==> src/rtl/alu_flag_unit.sv <==
// alu_flag_unit: multi-cycle 32-bit add/subtract, 8 bits per cycle over four
// cycles, producing the result word S and the Z/V/N compare flags.
//   clk, reset (async, active-low)
//   start          : request, sampled only in IDLE
//   A, B, Sub, Sign: operands and mode, captured at an accepted start
//   busy           : operation in progress
//   done           : one-cycle pulse, S/Z/V/N valid
//   S, Z, V, N     : registered result and flags, held until the next completion
module alu_flag_unit (
  input  logic        clk,
  input  logic        reset,
  input  logic        start,
  input  logic [31:0] A,
  input  logic [31:0] B,
  input  logic        Sub,
  input  logic        Sign,
  output logic        busy,
  output logic        done,
  output logic [31:0] S,
  output logic        Z,
  output logic        V,
  output logic        N
);

  typedef enum logic {
    IDLE = 1'b0,
    RUN  = 1'b1
  } state_e;

  state_e      state_q, state_d;
  logic [31:0] a_q, a_d;
  logic [31:0] bop_q, bop_d;
  logic [31:0] sum_q, sum_d;
  logic [31:0] s_q, s_d;
  logic        sign_q, sign_d;
  logic        carry_q, carry_d;
  logic [1:0]  cnt_q, cnt_d;
  logic        z_q, z_d;
  logic        v_q, v_d;
  logic        n_q, n_d;
  logic        done_q, done_d;

  logic [4:0]  base;
  logic [8:0]  slice;
  logic [31:0] sum_next;

  always_comb begin
    state_d  = state_q;
    a_d      = a_q;
    bop_d    = bop_q;
    sum_d    = sum_q;
    s_d      = s_q;
    sign_d   = sign_q;
    carry_d  = carry_q;
    cnt_d    = cnt_q;
    z_d      = z_q;
    v_d      = v_q;
    n_d      = n_q;
    done_d   = 1'b0;

    // Current 8-bit slice with its carry-out in bit 8.
    base     = {cnt_q, 3'b000};
    slice    = {1'b0, a_q[base +: 8]} + {1'b0, bop_q[base +: 8]} + {8'd0, carry_q};
    sum_next = sum_q;
    sum_next[base +: 8] = slice[7:0];

    case (state_q)
      IDLE: begin
        if (start) begin
          a_d     = A;
          // Subtract as A + ~B + 1: invert B here, inject the +1 as carry-in.
          bop_d   = B ^ {32{Sub}};
          sign_d  = Sign;
          carry_d = Sub;
          cnt_d   = '0;
          sum_d   = '0;
          state_d = RUN;
        end
      end
      RUN: begin
        sum_d   = sum_next;
        carry_d = slice[8];
        cnt_d   = cnt_q + 2'd1;
        if (cnt_q == 2'd3) begin
          s_d     = sum_next;
          z_d     = (sum_next == '0);
          n_d     = sum_next[31];
          v_d     = sign_q ? ((a_q[31] == bop_q[31]) & (sum_next[31] != a_q[31]))
                           : slice[8];
          done_d  = 1'b1;
          state_d = IDLE;
        end
      end
      default: state_d = IDLE;
    endcase
  end

  always_ff @(posedge clk or negedge reset) begin
    if (!reset) begin
      state_q <= IDLE;
      a_q     <= '0;
      bop_q   <= '0;
      sum_q   <= '0;
      s_q     <= '0;
      sign_q  <= 1'b0;
      carry_q <= 1'b0;
      cnt_q   <= '0;
      z_q     <= 1'b0;
      v_q     <= 1'b0;
      n_q     <= 1'b0;
      done_q  <= 1'b0;
    end else begin
      state_q <= state_d;
      a_q     <= a_d;
      bop_q   <= bop_d;
      sum_q   <= sum_d;
      s_q     <= s_d;
      sign_q  <= sign_d;
      carry_q <= carry_d;
      cnt_q   <= cnt_d;
      z_q     <= z_d;
      v_q     <= v_d;
      n_q     <= n_d;
      done_q  <= done_d;
    end
  end

  assign busy = (state_q == RUN);
  assign done = done_q;
  assign S    = s_q;
  assign Z    = z_q;
  assign V    = v_q;
  assign N    = n_q;

endmodule

==> config.mk <==
export PLATFORM = sky130hd
export DESIGN_NAME = alu_flag_unit
export DESIGN_NICKNAME = d
export VERILOG_FILES = /design/src/rtl/alu_flag_unit.sv
export SDC_FILE = /design/constraint.sdc
export NUM_CORES = 1
export LEC_CHECK = 0
export ABC_AREA = 1
export CORE_MARGIN = 2
export CORE_UTILIZATION = 57
export DETAILED_ROUTE_END_ITERATION = 6
export PLACE_DENSITY = 0.8
export SLEW_MARGIN = 25
export SYNTH_ARGS = -nofsm -noshare
export SYNTH_HDL_FRONTEND = slang
export SYNTH_SLANG_ARGS = --single-unit
==> constraint.sdc <==
create_clock -name clk -period 4.9 [get_ports clk]
set_input_delay 0.735 -clock clk [delete_from_list [all_inputs] [get_ports clk]]
set_output_delay 0.735 -clock clk [all_outputs]
set_load 0.01 [all_outputs]
==> flow_metrics.tcl, run 1 <==
set metrics [dict create \
    antenna_found_initial 0 \
    post-cts-setup-buffers 0 \
    synth_most_common_cell "nand2_1" \
    grt_usage_pct 29.5 \
    multi_input_comb_area_um2 2890 \
    leakage_nw 3.96 \
    critPathLaunchType "flop" \
    root_buffer "clkbuf_16" \
    start_util_pct 58.6 \
    n_fill_cell 859 \
    cts_hold_buf 0 \
    io_pins 106 \
    grt_pass1_vias 5907 \
    core-area_um2 11400 \
    globalplace.congestion 0.942 \
    worstPathRequired_ps 5270 \
    setup_tns_ps 0 \
    yosys_most_used_dff "dfrtp_1" \
    grt_setup_unrepaired "false" \
    drtIter0Drc 507 \
    cts-resized-gates 0 \
    p_sw_share_pct 44.5 \
    die_area_um2 12600 \
    die-height_um 112 \
    hold_violations 0 \
    syn_area_um2 6690 \
    vias 5979 \
    die_w_um 112 \
    critPathArrivalTime_ps 3870 \
    status "completed" \
    cts.sinks 135 \
    synthTopCellsByArea "dfrtp_1, nand2_1, o21ai_0" \
    synthCells 838 \
    seq_area_um2 3380 \
    avgViaCountPerCell 5.54 \
    htreeDepth 4 \
    wl_mm 17.5 \
    drive_above_1_share_pct 6.83 \
    yosys_warnings 0 \
    synth_common_cells "nand2_1, dfrtp_1, o21ai_0" \
    grt_max_degree 71 \
    cts_buffers 17 \
    postRouteAntennaNets 0 \
    drc 0 \
    worst_ir_drop_vdd_uv 412 \
    period_needed_ps 3500 \
    synth_area_leader_cell "dfrtp_1" \
    drv_slew 0 \
    cts_tree "yes" \
    crit_path_end_kind "flop" \
    clk_pin_slew_worst_paths_ps 60 \
    row_count 39 \
    max_freq_mhz 285 \
    clkPwrFrac_pct 21.3 \
    power_switching_mw 2.80 \
    detail_route.wl_per_cell_um 16.2 \
    seqPwrFrac_pct 29.8 \
    p_comb_share_pct 48.9 \
    async_flop_share_pct 100 \
    tightest_slew_ps 1020 \
    cts.path.max_buffers 2 \
    synth_edf_count 0 \
    fin_worst_skew_ps 7.46 \
    num-nets-final 1007 \
    relSlewSlack_pct 32.2 \
    p_int_mw 3.49 \
    whs_ps 424 \
    dp_hpwl_mm 12.0 \
    synth_seq_cells 135 \
    clock_latency_ps 430 \
    port_buffers 105 \
    overflow 0 \
    n_antenna_cell 0 \
    synth-seq-area-share_pct 50.5 \
    synth_cell_types 30 \
    path_class "reg2reg" \
    fin_crit_sh_pct 71.5 \
    final-setup-viol-count 0 \
    cp_max_fo 22 \
    syn_nets 921 \
    grt_pass1_wl_mm 29.3 \
    syn_avg_cell_area_um2 7.98 \
    synth_top_area_share_pct 50.5 \
    cap_violations 0 \
    hp-class "in2async" \
    dr.pass1.iters 5 \
    power_density_nw_per_um2 746 \
    areaGrowthSynthToFinish_pct 25.9 \
]
per-stage QoR:
step / instances / power (mW) / utilization, % / instance area, um2 / setup WS [ps]
floorplan: 838 / 3.89 / - / 6690 / 1970
CTS: 1080 / 6.24 / 73.7 / 8420 / 1460
global route: 1080 / 6.76 / 73.7 / 8420 / 920
detailed placement: 1048 / 4.87 / 68.2 / 7790 / 1490
global placement: 1048 / 4.79 / 68.2 / 7790 / 1680
finish: 1080 / 6.28 / 73.7 / 8420 / 1400
sequential cells by signal, summed over array words and instances (netlist names):
| signal | flops |
|---|---|
| S | 32 |
| V | 1 |
| Z | 1 |
| a_q | 32 |
| bop_q | 32 |
| busy | 1 |
| carry_q | 1 |
| cnt_q | 2 |
| done | 1 |
| sign_q | 1 |
| sum_q | 31 |
cell type report:
class | instances | area share (%)
clock buffer | 21 | 5.71
clock inverter | 11 | 1.74
inverter | 67 | 2.99
multi-input combinational | 593 | 34.3
sequential | 135 | 40.1
tap | 143 | 2.13
timing repair buffer | 110 | 13.0
logic make-up (layout without fill, tap and decap cells):
logic type	after synthesis	count (layout)	synth area share, %
fa+ha+maj	14	14	2.84
simple gates	391	391	23.5
flops	135	135	50.5
xor+xnor	32	32	4.19
buf+inv	110	209	6.36
compound gates	156	156	12.6
critical path: stages, from the launching register on:
cell     delay [ps]
dfrtp_1         560
inv_1           560
o21ai_0         190
o22ai_1         220
fa_1            250
inv_1            70
fa_1            370
inv_1           110
nand3_1         100
nand2_1          90
nand2_1          70
and2_1          160
nand4_1          80
nand2_1          90
nor2_1          110
nand3_1          80
nor2_1          160
nand3_1         100
nand2_1          70
power groups by stage:
stage,combinational [mW],sequential [mW],clock [mW]
after floorplan,2.09,1.80,0
after global placement,2.93,1.86,0
after detailed placement,3.00,1.87,0
after CTS,3.03,1.86,1.35
after global routing,3.44,1.92,1.40
final,3.07,1.87,1.34
placed cells by master (no fill, tap or decap), drive strengths merged, types with 3 or more instances in the layout:
master and n:
xnor2 32, o21ai 117, nand2 283, nand4 13, buf 7, clkbuf 21, clkdlybuf4s50 103, clkinv 5
clkinvlp 5, dfrtp 135, a21oi 9, inv 65, nor2 64, o22ai 24, ha 12, nand3 28
a22o 3, bufinv 3
path summary, 6_finish.rpt:
kind	from	slack (ps)	to	cells after the start
setup / recovery	cnt_q[1]$_DFFE_PN0P_	1400	Z$_DFFE_PN0P_	18
hold / removal	reset	420	S[5]$_DFFE_PN0P_	1
setup reg to reg	cnt_q[1]$_DFFE_PN0P_	1400	Z$_DFFE_PN0P_	18
hold reg to reg	a_q[16]$_DFFE_PN0P_	470	a_q[16]$_DFFE_PN0P_	2
max in group asynchronous	reset	3620	bop_q[1]$_DFFE_PN0P_	2
min in group clk	a_q[16]$_DFFE_PN0P_	470	a_q[16]$_DFFE_PN0P_	2
routing by layer:
layer / up-vias / GRT usage, % / share of wire [%]
met2: 231 / 49.2 / 49
met3: 57 / 5.67 / 5.4
met1: 2828 / 37.2 / 42
met5: - / 0 / 0
li1: 2863 / - / -
met4: 0 / 14.0 / 3.7
Power figures use the tool's default switching activity.
==> run 2, diff against run 1 <==
- CORE_UTILIZATION: 57 -> 49
- PLACE_DENSITY: 0.8 -> 0.73
- clock period: 4.9 -> 3.1 ns (I/O delays scaled with it)
==> flow_metrics.tcl, run 2 (same netlist as run 1, synthesis figures left out) <==
set metrics [dict create \
    die-height_um 121 \
    setup_tns_ps 0 \
    grt_pass1_wl_mm 27.5 \
    seqPwrFrac_pct 29.9 \
    globalplace.congestion 0.958 \
    mostFrequentLayoutCell "nand2_1" \
    row_count 42 \
    antenna_found_initial 0 \
    postRouteAntennaNets 0 \
    place_area_um2 7940 \
    drv_slew 0 \
    cap_violations 0 \
    p_sw_share_pct 44.0 \
    cts_buffers 17 \
    status "completed" \
    htreeDepth 4 \
    crit_path_end_kind "flop" \
    max_freq_mhz 354 \
    avgViaCountPerCell 5.14 \
    clock_latency_ps 430 \
    total_power_mw 9.75 \
    worstPathRequired_ps 3420 \
    power_density_nw_per_um2 1150 \
    fin_crit_sh_pct 91.2 \
    clkPwrFrac_pct 19.7 \
    grt_usage_pct 24.2 \
    overflow 0 \
    final_cell_area_um2 8510 \
    critPathArrivalTime_ps 3150 \
    cp_top_family "adder cells" \
    grt_setup_unrepaired "false" \
    relSlewSlack_pct 41.8 \
    period_needed_ps 2830 \
    whs_ps 83.5 \
    n_fill_cell 1184 \
    leakage_nw 4.01 \
    final_cell_mix "nand2_1, dfrtp_1, o21ai_0" \
    die_area_um2 14600 \
    cts_hold_buf 0 \
    crit_buf_inv 2 \
    path_cells "buf_4 > o21ai_0 > o22ai_1 > fa_1 > inv_1 > fa_1 > nor2_1 > nand2_1 > o21ai_1 > nor2_1 > nand3_1 > nor2_1 > nand2_1 > nor2_1 > nand3_1 > nor2_1 > nand3_1 > nand2_1" \
    cp_max_fo 16 \
    path_class "reg2reg" \
    power_switching_mw 4.29 \
    drtIter0Drc 319 \
    vias 5777 \
    cts_tree "yes" \
    worst_path_largest_cell_delay_ps 440 \
    grt_pass1_vias 5630 \
    cts.sinks 135 \
    num-nets-final 1020 \
    critPathLaunchType "flop" \
    detail_route.wl_per_cell_um 14.7 \
    drive_above_1_share_pct 8.01 \
    fin_worst_skew_ps 6.76 \
    die_w_um 121 \
    port_buffers 105 \
    tightest_slew_ps 872 \
    io_pins 106 \
    wl_mm 16.5 \
    slowest_stage "fa_1" \
    post-cts-setup-buffers 0 \
    dr.pass1.iters 5 \
    r2r-start "cnt_q[1]$_DFFE_PN0P_" \
    drc 0 \
    critPathLaunch "cnt_q[1]$_DFFE_PN0P_" \
    cts.path.max_buffers 2 \
    n_antenna_cell 0 \
    p_int_mw 5.46 \
    p_comb_share_pct 50.5 \
    final-setup-viol-count 0 \
    root_buffer "clkbuf_16" \
    hold_violations 0 \
    areaGrowthSynthToFinish_pct 27.2 \
    path_common_cell "nor2_1" \
    grt_max_degree 69 \
    dp_hpwl_mm 11.8 \
    worst_ir_drop_vdd_uv 638 \
    core-area_um2 13300 \
    hp-class "in2async" \
    fin_util_pct 64.0 \
    start_util_pct 50.3 \
    clk_pin_slew_worst_paths_ps 60 \
]
==> run 2: cell types whose count changed in the layout (fill, tap and decap cells not counted), sizes merged <==
cell,previous run,this run
buf,7,20
bufinv,3,2
clkinv,5,8
clkinvlp,5,2
==> run 2: worst register-to-register path, delay by kind of cell, from the launching register on <==
family	cells	cell delay [ps]
flip-flops	1	380
adder cells (fa/ha/maj)	2	880
AO/OA/AOI/OAI	3	380
buffers and inverters	2	290
AND/OR/NAND/NOR	11	800
==> run 2: final timing paths <==
check | depth (start not counted) | slack [ps] | end
min | 1 | 80 | S[5]$_DFFE_PN0P_
max | 18 | 270 | Z$_DFFE_PN0P_
min reg2reg | 2 | 470 | a_q[15]$_DFFE_PN0P_
max reg2reg | 18 | 270 | Z$_DFFE_PN0P_
max in group asynchronous | 2 | 2190 | S[16]$_DFFE_PN0P_
min in group clk | 2 | 470 | a_q[15]$_DFFE_PN0P_
==> run 2: cell type report <==
class	count	area (um2)	share of cell area, %
clock buffer	21	450	5.29
clock inverter	10	105	1.23
multi-input combinational	593	2900	34.0
sequential	135	3380	39.7
timing repair buffer	123	1200	14.1
tap	176	220	2.59
inverter	67	254	2.98
==> run 2: power by group through the flow <==
stage	combinational (mW)	sequential (mW)	clock [mW]
after CTS	4.86	2.91	1.94
after global routing	5.51	2.99	2.03
after detailed placement	4.83	2.93	0
final	4.92	2.91	1.92
after global placement	4.75	2.92	0
after floorplan	3.30	2.85	0
==> run 2: layer usage <==
layer  share of wire [%]  vias to the layer above  global-route usage, %  routed length (um)
li1                    -                     2888                      -                   -
met1                  46                     2690                   32.1                7530
met2                  47                      157                   38.3                7740
met3                 4.2                       42                   4.43                 700
met4                 3.3                        0                   11.9                 537
met5                   0                        -                      0                   0
==> run 2: timing repair <==
item	CTS	global route
endpoints found under the setup margin	0	2
hold endpoints to repair	0	0
gates resized for setup	0	5
==> run 2: metrics by stage <==
step	cells	setup slack, ps
after floorplan	838	173
after global placement	1094	304
after detailed placement	1094	198
after CTS	1125	175
after global routing	1125	20.5
final	1125	273
==> run 3, diff against run 2 <==
- CORE_MARGIN: 2 -> 10
==> flow_metrics.tcl, run 3 (same netlist as run 1, synthesis figures left out) <==
set metrics [dict create \
    status "completed" \
    start_util_pct 50.3 \
    dp_hpwl_mm 12.5 \
    cts.path.max_buffers 2 \
    max_freq_mhz 352 \
    drive_above_1_share_pct 8.91 \
    clock_latency_ps 430 \
    grt_max_degree 136 \
    final-setup-viol-count 0 \
    row_count 42 \
    worst_ir_drop_vdd_uv 527 \
    antenna_found_initial 0 \
    whs_ps 140 \
    root_buffer "clkbuf_16" \
    reg2regPathDepth 17 \
    leakage_nw 4.06 \
    cap_violations 0 \
    avgViaCountPerCell 5.15 \
    detail_route.wl_per_cell_um 15.4 \
    cts.sinks 135 \
    drtIter0Drc 500 \
    critPathLaunchType "flop" \
    place_ws_ps 276 \
    port_buffers 105 \
    overflow 0 \
    critPathArrivalTime_ps 3210 \
    critPathLaunch "cnt_q[0]$_DFFE_PN0P_" \
    crit_path_end_kind "flop" \
    die_area_um2 18700 \
    vias 5819 \
    drv_slew 0 \
    fin_worst_skew_ps 6.66 \
    tightest_slew_ps 895 \
    die-height_um 137 \
    reg2reg_slack_ps 260 \
    period_needed_ps 2840 \
    io_pins 106 \
    globalplace.congestion 0.978 \
    mostFrequentLayoutCell "nand2_1" \
    cts_buffers 17 \
    n_antenna_cell 0 \
    cts_tree "yes" \
    fin_crit_sh_pct 91.7 \
    htreeDepth 4 \
    hold_violations 0 \
    core-area_um2 13300 \
    fin_ws_ps 257 \
    relSlewSlack_pct 40.3 \
    grt_usage_pct 19.3 \
    grt_pass1_wl_mm 28.9 \
    num-nets-final 1024 \
    grt_pass1_vias 5931 \
    final_cell_mix "nand2_1, dfrtp_1, o21ai_0" \
    dr.pass1.iters 5 \
    r2r-start "cnt_q[0]$_DFFE_PN0P_" \
    hp-class "in2async" \
    drc 0 \
    die_w_um 137 \
    cp_max_fo 21 \
    areaGrowthSynthToFinish_pct 29.0 \
    postRouteAntennaNets 0 \
    power_density_nw_per_um2 1170 \
    path_class "reg2reg" \
    wl_mm 17.4 \
    worstPathRequired_ps 3470 \
    clk_pin_slew_worst_paths_ps 60 \
]
## run 3: cell count changes in the layout (fill, tap and decap cells not counted), sizes merged
cell | previous run | this run
clkinv | 8 | 5
clkinvlp | 2 | 3
inv | 65 | 66
bufinv | 2 | 4
buf | 20 | 24
## run 3: final cells by class
type | instances | area [um2]
clock inverters | 11 | 170
inverters | 67 | 254
clock buffers | 21 | 470
flip-flops and latches | 135 | 3380
fillers | 1132 | 4660
well taps | 176 | 220
repair buffers | 127 | 1230
multi-input cells | 593 | 2910
## run 3: stage by stage
stage | area [um2] | instances | utilization, % | power [mW] | setup TNS, ps
6_report | 8630 | 1130 | 64.9 | 10.1 | 0
5_1_grt | 8630 | 1130 | 64.9 | 11.0 | -10.5
3_3_place_gp | 7930 | 1094 | 59.6 | 7.68 | 0
4_1_cts | 8570 | 1126 | 64.5 | 9.98 | 0
2_1_floorplan | 6690 | 838 | - | 6.15 | 0
3_5_place_dp | 7930 | 1094 | 59.6 | 7.77 | 0
## run 3: repair_timing
action                     in CTS  in global routing
hold buffers                    0                  0
setup endpoints to repair       0                  1
setup buffers                   0                  4
gates resized for setup         0                  9
## run 3: worst max-delay path: stages, from the launching register on
cell,delay (ps)
dfrtp_2,440
buf_4,300
o21ai_0,130
o22ai_1,300
ha_1,360
nand2_1,100
inv_1,40
a21oi_1,210
nand2_1,80
nand2_1,70
nand2_2,110
nand2_1,100
nand2_1,70
nor3_2,150
nand3_1,90
nor2_1,100
nand3_1,70
nand2_1,60
## run 3: worst paths after layout
kind	endpoint
hold / removal	S[10]$_DFFE_PN0P_
setup reg to reg	Z$_DFFE_PN0P_
hold reg to reg	a_q[19]$_DFFE_PN0P_
min in group clk	a_q[19]$_DFFE_PN0P_
max in group asynchronous	cnt_q[0]$_DFFE_PN0P_
setup / recovery	Z$_DFFE_PN0P_
## run 3: per-layer routing
layer	wire length (um)	GRT usage [%]	vias up
li1	-	-	2897
met1	7740	24.1	2682
met2	8060	30.5	196
met3	1050	5.28	44
met4	552	9.13	0
met5	0	0	-
## run 3: power by group
group	leakage (nW)	internal, mW	switching (mW)
logic	1.99	1.85	3.14
clock network	0.306	1.41	0.761
registers	1.76	2.48	0.454
